$ cat src/rtl/reg_file_scoreboard.sv
// Register file with a per-register busy scoreboard: one decoded write port,
// two registered read ports with write-through bypass, optional hardwired zero register.
module reg_file_scoreboard #(
  parameter int unsigned WIDTH    = 32,
  parameter int unsigned ADDR_W   = 5,
  parameter int unsigned ZERO_REG = 1
) (
  input  logic                     CLK,
  input  logic                     RESET,
  input  logic                     WR_EN,
  input  logic [ADDR_W-1:0]        WR_ADDR,
  input  logic [WIDTH-1:0]         WR_DATA,
  input  logic                     RD_EN_A,
  input  logic [ADDR_W-1:0]        RD_ADDR_A,
  output logic [WIDTH-1:0]         RD_DATA_A,
  output logic                     RD_BUSY_A,
  input  logic                     RD_EN_B,
  input  logic [ADDR_W-1:0]        RD_ADDR_B,
  output logic [WIDTH-1:0]         RD_DATA_B,
  output logic                     RD_BUSY_B,
  input  logic                     RSV_EN,
  input  logic [ADDR_W-1:0]        RSV_ADDR,
  output logic [(2**ADDR_W)-1:0]   BUSY,
  output logic                     RSV_ERR
);

  localparam int unsigned DEPTH    = 2**ADDR_W;
  localparam bit          HAS_ZERO = (ZERO_REG != 0);

  logic [WIDTH-1:0] regs_q [DEPTH];
  logic [WIDTH-1:0] regs_d [DEPTH];
  logic [DEPTH-1:0] busy_q, busy_d;
  logic [DEPTH-1:0] wr_sel, rsv_sel;
  logic [WIDTH-1:0] rd_data_a_q, rd_data_a_d;
  logic [WIDTH-1:0] rd_data_b_q, rd_data_b_d;
  logic             rd_busy_a_q, rd_busy_a_d;
  logic             rd_busy_b_q, rd_busy_b_d;
  logic             rsv_err_q, rsv_err_d;

  // One-hot write and reserve decode; register 0 is masked out when hardwired to zero
  always_comb begin
    wr_sel  = '0;
    rsv_sel = '0;
    if (WR_EN)  wr_sel[WR_ADDR]   = 1'b1;
    if (RSV_EN) rsv_sel[RSV_ADDR] = 1'b1;
    if (HAS_ZERO) begin
      wr_sel[0]  = 1'b0;
      rsv_sel[0] = 1'b0;
    end
  end

  // Register array, scoreboard and reservation-error next state
  always_comb begin
    for (int unsigned i = 0; i < DEPTH; i++) begin
      regs_d[i] = wr_sel[i] ? WR_DATA : regs_q[i];
    end
    // a same-cycle reservation wins over the clearing write
    busy_d    = (busy_q & ~wr_sel) | rsv_sel;
    rsv_err_d = |(rsv_sel & busy_q & ~wr_sel);
  end

  // Read port A: zero register, then write bypass, then stored value
  always_comb begin
    rd_data_a_d = rd_data_a_q;
    rd_busy_a_d = rd_busy_a_q;
    if (RD_EN_A) begin
      rd_busy_a_d = busy_d[RD_ADDR_A];
      if (HAS_ZERO && (RD_ADDR_A == '0)) begin
        rd_data_a_d = '0;
      end else if (wr_sel[RD_ADDR_A]) begin
        rd_data_a_d = WR_DATA;
      end else begin
        rd_data_a_d = regs_q[RD_ADDR_A];
      end
    end
  end

  // Read port B: same selection as port A, fully independent
  always_comb begin
    rd_data_b_d = rd_data_b_q;
    rd_busy_b_d = rd_busy_b_q;
    if (RD_EN_B) begin
      rd_busy_b_d = busy_d[RD_ADDR_B];
      if (HAS_ZERO && (RD_ADDR_B == '0)) begin
        rd_data_b_d = '0;
      end else if (wr_sel[RD_ADDR_B]) begin
        rd_data_b_d = WR_DATA;
      end else begin
        rd_data_b_d = regs_q[RD_ADDR_B];
      end
    end
  end

  // State registers; synchronous reset overrides every same-cycle request
  always_ff @(posedge CLK) begin
    if (RESET) begin
      regs_q      <= '{default: '0};
      busy_q      <= '0;
      rd_data_a_q <= '0;
      rd_data_b_q <= '0;
      rd_busy_a_q <= 1'b0;
      rd_busy_b_q <= 1'b0;
      rsv_err_q   <= 1'b0;
    end else begin
      regs_q      <= regs_d;
      busy_q      <= busy_d;
      rd_data_a_q <= rd_data_a_d;
      rd_data_b_q <= rd_data_b_d;
      rd_busy_a_q <= rd_busy_a_d;
      rd_busy_b_q <= rd_busy_b_d;
      rsv_err_q   <= rsv_err_d;
    end
  end

  assign RD_DATA_A = rd_data_a_q;
  assign RD_DATA_B = rd_data_b_q;
  assign RD_BUSY_A = rd_busy_a_q;
  assign RD_BUSY_B = rd_busy_b_q;
  assign BUSY      = busy_q;
  assign RSV_ERR   = rsv_err_q;

endmodule

$ cat config.mk
export PLATFORM = sky130hd
export DESIGN_NAME = reg_file_scoreboard
export DESIGN_NICKNAME = d
export VERILOG_FILES = /design/src/rtl/reg_file_scoreboard.sv
export SDC_FILE = /design/constraint.sdc
export NUM_CORES = 2
export LEC_CHECK = 0
export BUFFER_PORTS_ARGS = -buffer_cell sky130_fd_sc_hd__buf_2
export CAP_MARGIN = 20
export CORE_MARGIN = 4
export CORE_UTILIZATION = 57
export DETAILED_ROUTE_END_ITERATION = 8
export GPL_TIMING_DRIVEN = 0
export HOLD_SLACK_MARGIN = 0.02
export PLACE_DENSITY = 0.77
export SYNTH_ARGS = -nofsm -noshare
export SYNTH_HDL_FRONTEND = slang
export SYNTH_SLANG_ARGS = --single-unit
export TNS_END_PERCENT = 30
$ cat constraint.sdc
create_clock -name CLK -period 2.2 [get_ports CLK]
set_input_delay 0.33 -clock CLK [delete_from_list [all_inputs] [get_ports CLK]]
set_output_delay 0.33 -clock CLK [all_outputs]
set_load 0.05 [all_outputs]
After elaboration in Yosys (flattened, before gate mapping)
Cells that the tools add are included.
W data, S select, Z words.

word-level totals
  bits of input ports = 58
  output and inout port bits = 99
  word-level logic and storage cells = 81
  register bits after elaboration = 1091

operators by class
  magnitude comparators = 8
  reduce and logical (&&, ||, !) cells = 5
  multiplexer cells = 24
  bitwise gates (word level) = 7

operators with widths
  operator              number
  $bmux W32 S5          2
  $mux W32              10
  $and A32 B32 Y32      3
  $not A32 Y32          1
  $or A32 B32 Y32       1
  $reduce_or A32 Y1     1
  $lt A5 B6 Y1 const B  4
  $bmux W1 S5           4
  $ge A6 B6 Y1 const B  2
  $not A5 Y6            2
  $demux W1 S5          2
  $ge A5 B1 Y1 const B  2
  $logic_not A5 Y1      2
  $mux W1               6
  $logic_and A1 B1 Y1   2

Logic depth before layout (Yosys ltp)
  depth after elaboration = 10
  mapped depth = 11
  gate-level depth less buffers = 7

Worst setup path after synthesis
OpenSTA, ideal clock, no wires.

  path type = in2reg
  from = input port RD_ADDR_B[1]
  to = register rd_data_b_q[5] (netlist: RD_DATA_B[5])
  setup slack = -0.127 ns
  cell stages on the path = 8
  setup time = 0.122 ns
  arrival = 2.205 ns
  cell sequence = buf_2 clkbuf_1 mux2_2 a22o_1 mux4_2 nor2_1 a211oi_1 a221o_1

between the ends
  longest elaborated chain between the ends = 6

RTL lines
  item                                         RTL line  text
  from (decl)                                  18        input logic [ADDR_W-1:0] RD_ADDR_B,
  $not A5 Y6 (not written as such)             89        rd_data_b_d = regs_q[RD_ADDR_B];
  $bmux W32 S5                                 89
  $mux W32 (not written as such) (2 in a row)  89
  $mux W32                                     86        end else if (wr_sel[RD_ADDR_B]) begin
  $mux W32 (*)                                 84        if (HAS_ZERO && (RD_ADDR_B == '0)) begin
  to (signal assigned)                         108       rd_data_b_q <= rd_data_b_d;
  to (decl)                                    35        logic [WIDTH-1:0] rd_data_b_q, rd_data_b_d;

Mark *: on every way between the ends. The rest lies on a longest branch, timed or not. The select of a mux whose other input is x is not followed.
A chain may end at the register's enable or synchronous reset.

Worst setup path after layout
  from = input port WR_ADDR[3]
  to = register rd_busy_a_q (netlist: RD_BUSY_A)

between the ends
  longest elaborated chain between the ends = 10

RTL lines
  item                                                                RTL line  text
  from (decl)                                                         11        input logic [ADDR_W-1:0] WR_ADDR,
  $lt A5 B6 Y1 (not written as such) or $ge A5 B1 Y1 (tied branches)  44        if (WR_EN) wr_sel[WR_ADDR] = 1'b1;
  $logic_and A1 B1 Y1 (not written as such)                           44
  $mux W1 (not written as such)                                       44
  $demux W1 S5 (*)                                                    44
  $mux W32 (*)                                                        44
  $not A32 Y32 (*)                                                    58        busy_d = (busy_q & ~wr_sel) | rsv_sel;
  $and A32 B32 Y32 (*)                                                58
  $or A32 B32 Y32 (*)                                                 58
  $bmux W1 S5 (*)                                                     67        rd_busy_a_d = busy_d[RD_ADDR_A];
  $mux W1 (not written as such) (*)                                   67
  to (signal assigned)                                                109       rd_busy_a_q <= rd_busy_a_d;
  to (decl)                                                           36        logic rd_busy_a_q, rd_busy_a_d;

Marks and branches as above.

==> impl_metrics.tcl <==
set metrics [dict create \
    status "complete, but fails checks" \
    failed_checks "design-rule violations, negative setup slack" \
    clk_latency_ns 0.75 \
    clkSinkCount 1090 \
    ir_worst_vdd_uv 593 \
    start_util 0.577 \
    setup_slack_ns -0.256 \
    cp-start-kind "input port" \
    ant_nets 0 \
    cts_tree "yes" \
    io_pins 157 \
    r2r_start "regs_q[939]" \
    cts.clk_slew.worst_paths_ns 0.06 \
    cp_max_fo 9 \
    critical_path_class "in2reg" \
    regToRegEndpoint "RD_DATA_B[11]" \
    yosys_most_used_dff "dfxtp_1" \
    synth_common_cells "nand2_1, dfxtp_1, a21oi_1, mux4_2, clkbuf_1" \
    die-area_um2 102000 \
    wl_per_cell_um 34.4 \
    tightestPinTransition_ns 1.45 \
    hold_end "RD_BUSY_B" \
    tns_ns -12.43 \
    routabilityCongestion 1.09 \
    layout_min_cycle_time_ns 2.46 \
    grt_max_degree 16 \
    ys_seq_elements 1090 \
    grt_pass1_wl_um 371000 \
    ff2ff_setup_slack_ns -0.03 \
    drc_errors 7 \
    r2r_cells 5 \
    coreArea_um2 95400 \
    htreeDepth 3 \
    hold_path_class "in2reg" \
    rsz0062_at_grt "true" \
    powerDensity_nw_per_um2 735 \
    yosys_warnings 0 \
    synth_nets 6149 \
    die_w_um 319 \
    synth_most_common_cell "nand2_1" \
    async_reset_ff_frac 0 \
    fin_crit_sh 1.12 \
    yosysTopAreaCell "dfxtp_1" \
    fp.dieH_um 319 \
    cts.path.max_buffers 3 \
    clock_skew_ns 0.0354 \
    holdPathStages 5 \
    drt-initial-drc-count 11337 \
    area_delta_synth_final_pct 14.6 \
    grt.overflow.total 0 \
    synth_edf_count 0 \
    tritoncts.num_buffers 115 \
    finalSetupViolCount 188 \
    dr_total_vias 56477 \
    clockRootBuffer "clkbuf_16" \
    pre_cts_slack_ns -1.91 \
    critPathRequiredTime_ns 2.85 \
    drive_gt1_frac 0.193 \
    dpl.hpwl_um 192000 \
    critPathCaptureType "flop" \
    rows 113 \
    synth.top_cells.by_area "dfxtp_1, mux4_2, nand2_1, a21oi_1, clkbuf_1" \
    synth_top_area_frac 0.396 \
    portBuffers 113 \
    avgSynthCellArea_um2 9.05 \
    drtPass1Iterations 9 \
    synthCells 6091 \
    power_leakage_nw 21.0 \
    grt_antenna_before_repair 22 \
    hp-start "RD_EN_B" \
    grt_pass1_vias 51508 \
    netlist_area_um2 55100 \
    wirelength_um 268000 \
    cp_data_arrival_time_ns 3.10 \
    final_hold_viol_count 0 \
    max_freq_mhz 407 \
    slew_viol_final 0 \
    grtUsageTotal 0.509 \
    final_nets 6443 \
    relSlewSlack 0.0288 \
    synth_cell_types 70 \
    cap_violations 0 \
    ys_seq_area_frac 0.396 \
    vias_per_cell 7.26 \
]
logic make-up (layout without fill, tap and decap cells):
family                    after synthesis  after routing  synth area share
AOI/OAI and AO/OA                    1316           1316             0.135
xor gates and xnor gates                6              6          0.000954
buffers and inverters                 679           1071            0.0511
DFF                                  1090           1090             0.396
muxes                                 677            677             0.248
other                                   1             36         0.0000680
and+or+nand+nor                      2322           2322             0.169
worst max path at each step:
stage	cells after the start	slack [ns]	startpoint	end
floorplan	8	-0.02	RD_ADDR_B[0]	RD_DATA_B[10]
global placement	6	-2.30	RD_ADDR_A[4]	RD_DATA_A[27]
detailed placement	7	-1.91	RD_ADDR_A[1]	RD_DATA_A[13]
CTS	9	-0.27	WR_ADDR[2]	RD_BUSY_A
global route	9	-0.13	WR_EN	RD_BUSY_A
finish	10	-0.26	WR_ADDR[3]	RD_BUSY_A
where the power goes:
group	internal, W	switching (W)	total [W]
Sequential	0.0199	0.000140	0.0201
Combinational	0.00127	0.00352	0.00479
Clock	0.0127	0.00886	0.0216
layout make-up:
class | count | area, um^2
Timing Repair Buffer | 185 | 1450
Buffer | 666 | 3320
Antenna cell | 35 | 87.6
Clock inverter | 52 | 761
Sequential cell | 1090 | 21800
Fill cell | 7791 | 32300
Clock buffer | 163 | 3360
Inverter | 5 | 18.8
Tap cell | 1265 | 1580
Multi-Input combinational cell | 4322 | 30800
layout by cell type (no fill, tap or decap), types with 35 or more instances in the layout:
master,n
mux4_2,545
clkbuf_16,117
diode_2,35
clkbuf_2,76
a22o_1,74
dfxtp_1,1090
nor2_1,78
a22oi_1,46
buf_6,44
nand2_1,2011
mux2_2,65
mux2i_1,55
a211oi_1,52
nor2b_1,49
a21oi_1,1003
clkbuf_1,457
buf_2,146
buf_4,41
per-stage QoR:
step	instance area [um^2]	utilization	power [W]	hold slack (ns)	std cells
floorplan	55300	-	0.0229	0.436	6091
detailed placement	57800	0.606	0.0247	0.456	7488
global route	63100	0.661	0.0468	0.0796	7751
global placement	57500	0.602	0.0246	0.448	7469
finish	63200	0.662	0.0464	0.0625	7783
CTS	62600	0.656	0.0457	0.0394	7729
flip-flops by register name (all words and copies together) (netlist names):
register,cells
BUSY,31
RD_BUSY_A,1
RD_BUSY_B,1
RD_DATA_A,32
RD_DATA_B,32
RSV_ERR,1
regs_q,992
critical path: stages:
cell and delay [ns]:
buf_2 0.13, nand4bb_1 0.13, clkbuf_1 0.35, or2_1 0.16, clkbuf_1 0.85, a22oi_1 0.40, and3b_1 0.27, o31ai_1 0.24
a211oi_1 0.11, o32ai_1 0.13
per-layer routing:
layer / track usage / routed length (um) / vias to the layer above
met4: 0.393 / 28200 / 22
li1: - / - / 22004
met5: 0.0231 / 192 / -
met3: 0.259 / 48300 / 1701
met2: 0.685 / 104000 / 5943
met1: 0.612 / 87000 / 26807
what timing repair did:
action,CTS,global route
hold buffers,28,0
endpoints found under the setup margin,443,321
buffers inserted,1,3
pin swaps,1,4
cloned,0,0
endpoints found under the hold margin,60,0
resized for setup,142,119
Note: power is estimated with default switching activity, not from simulation.
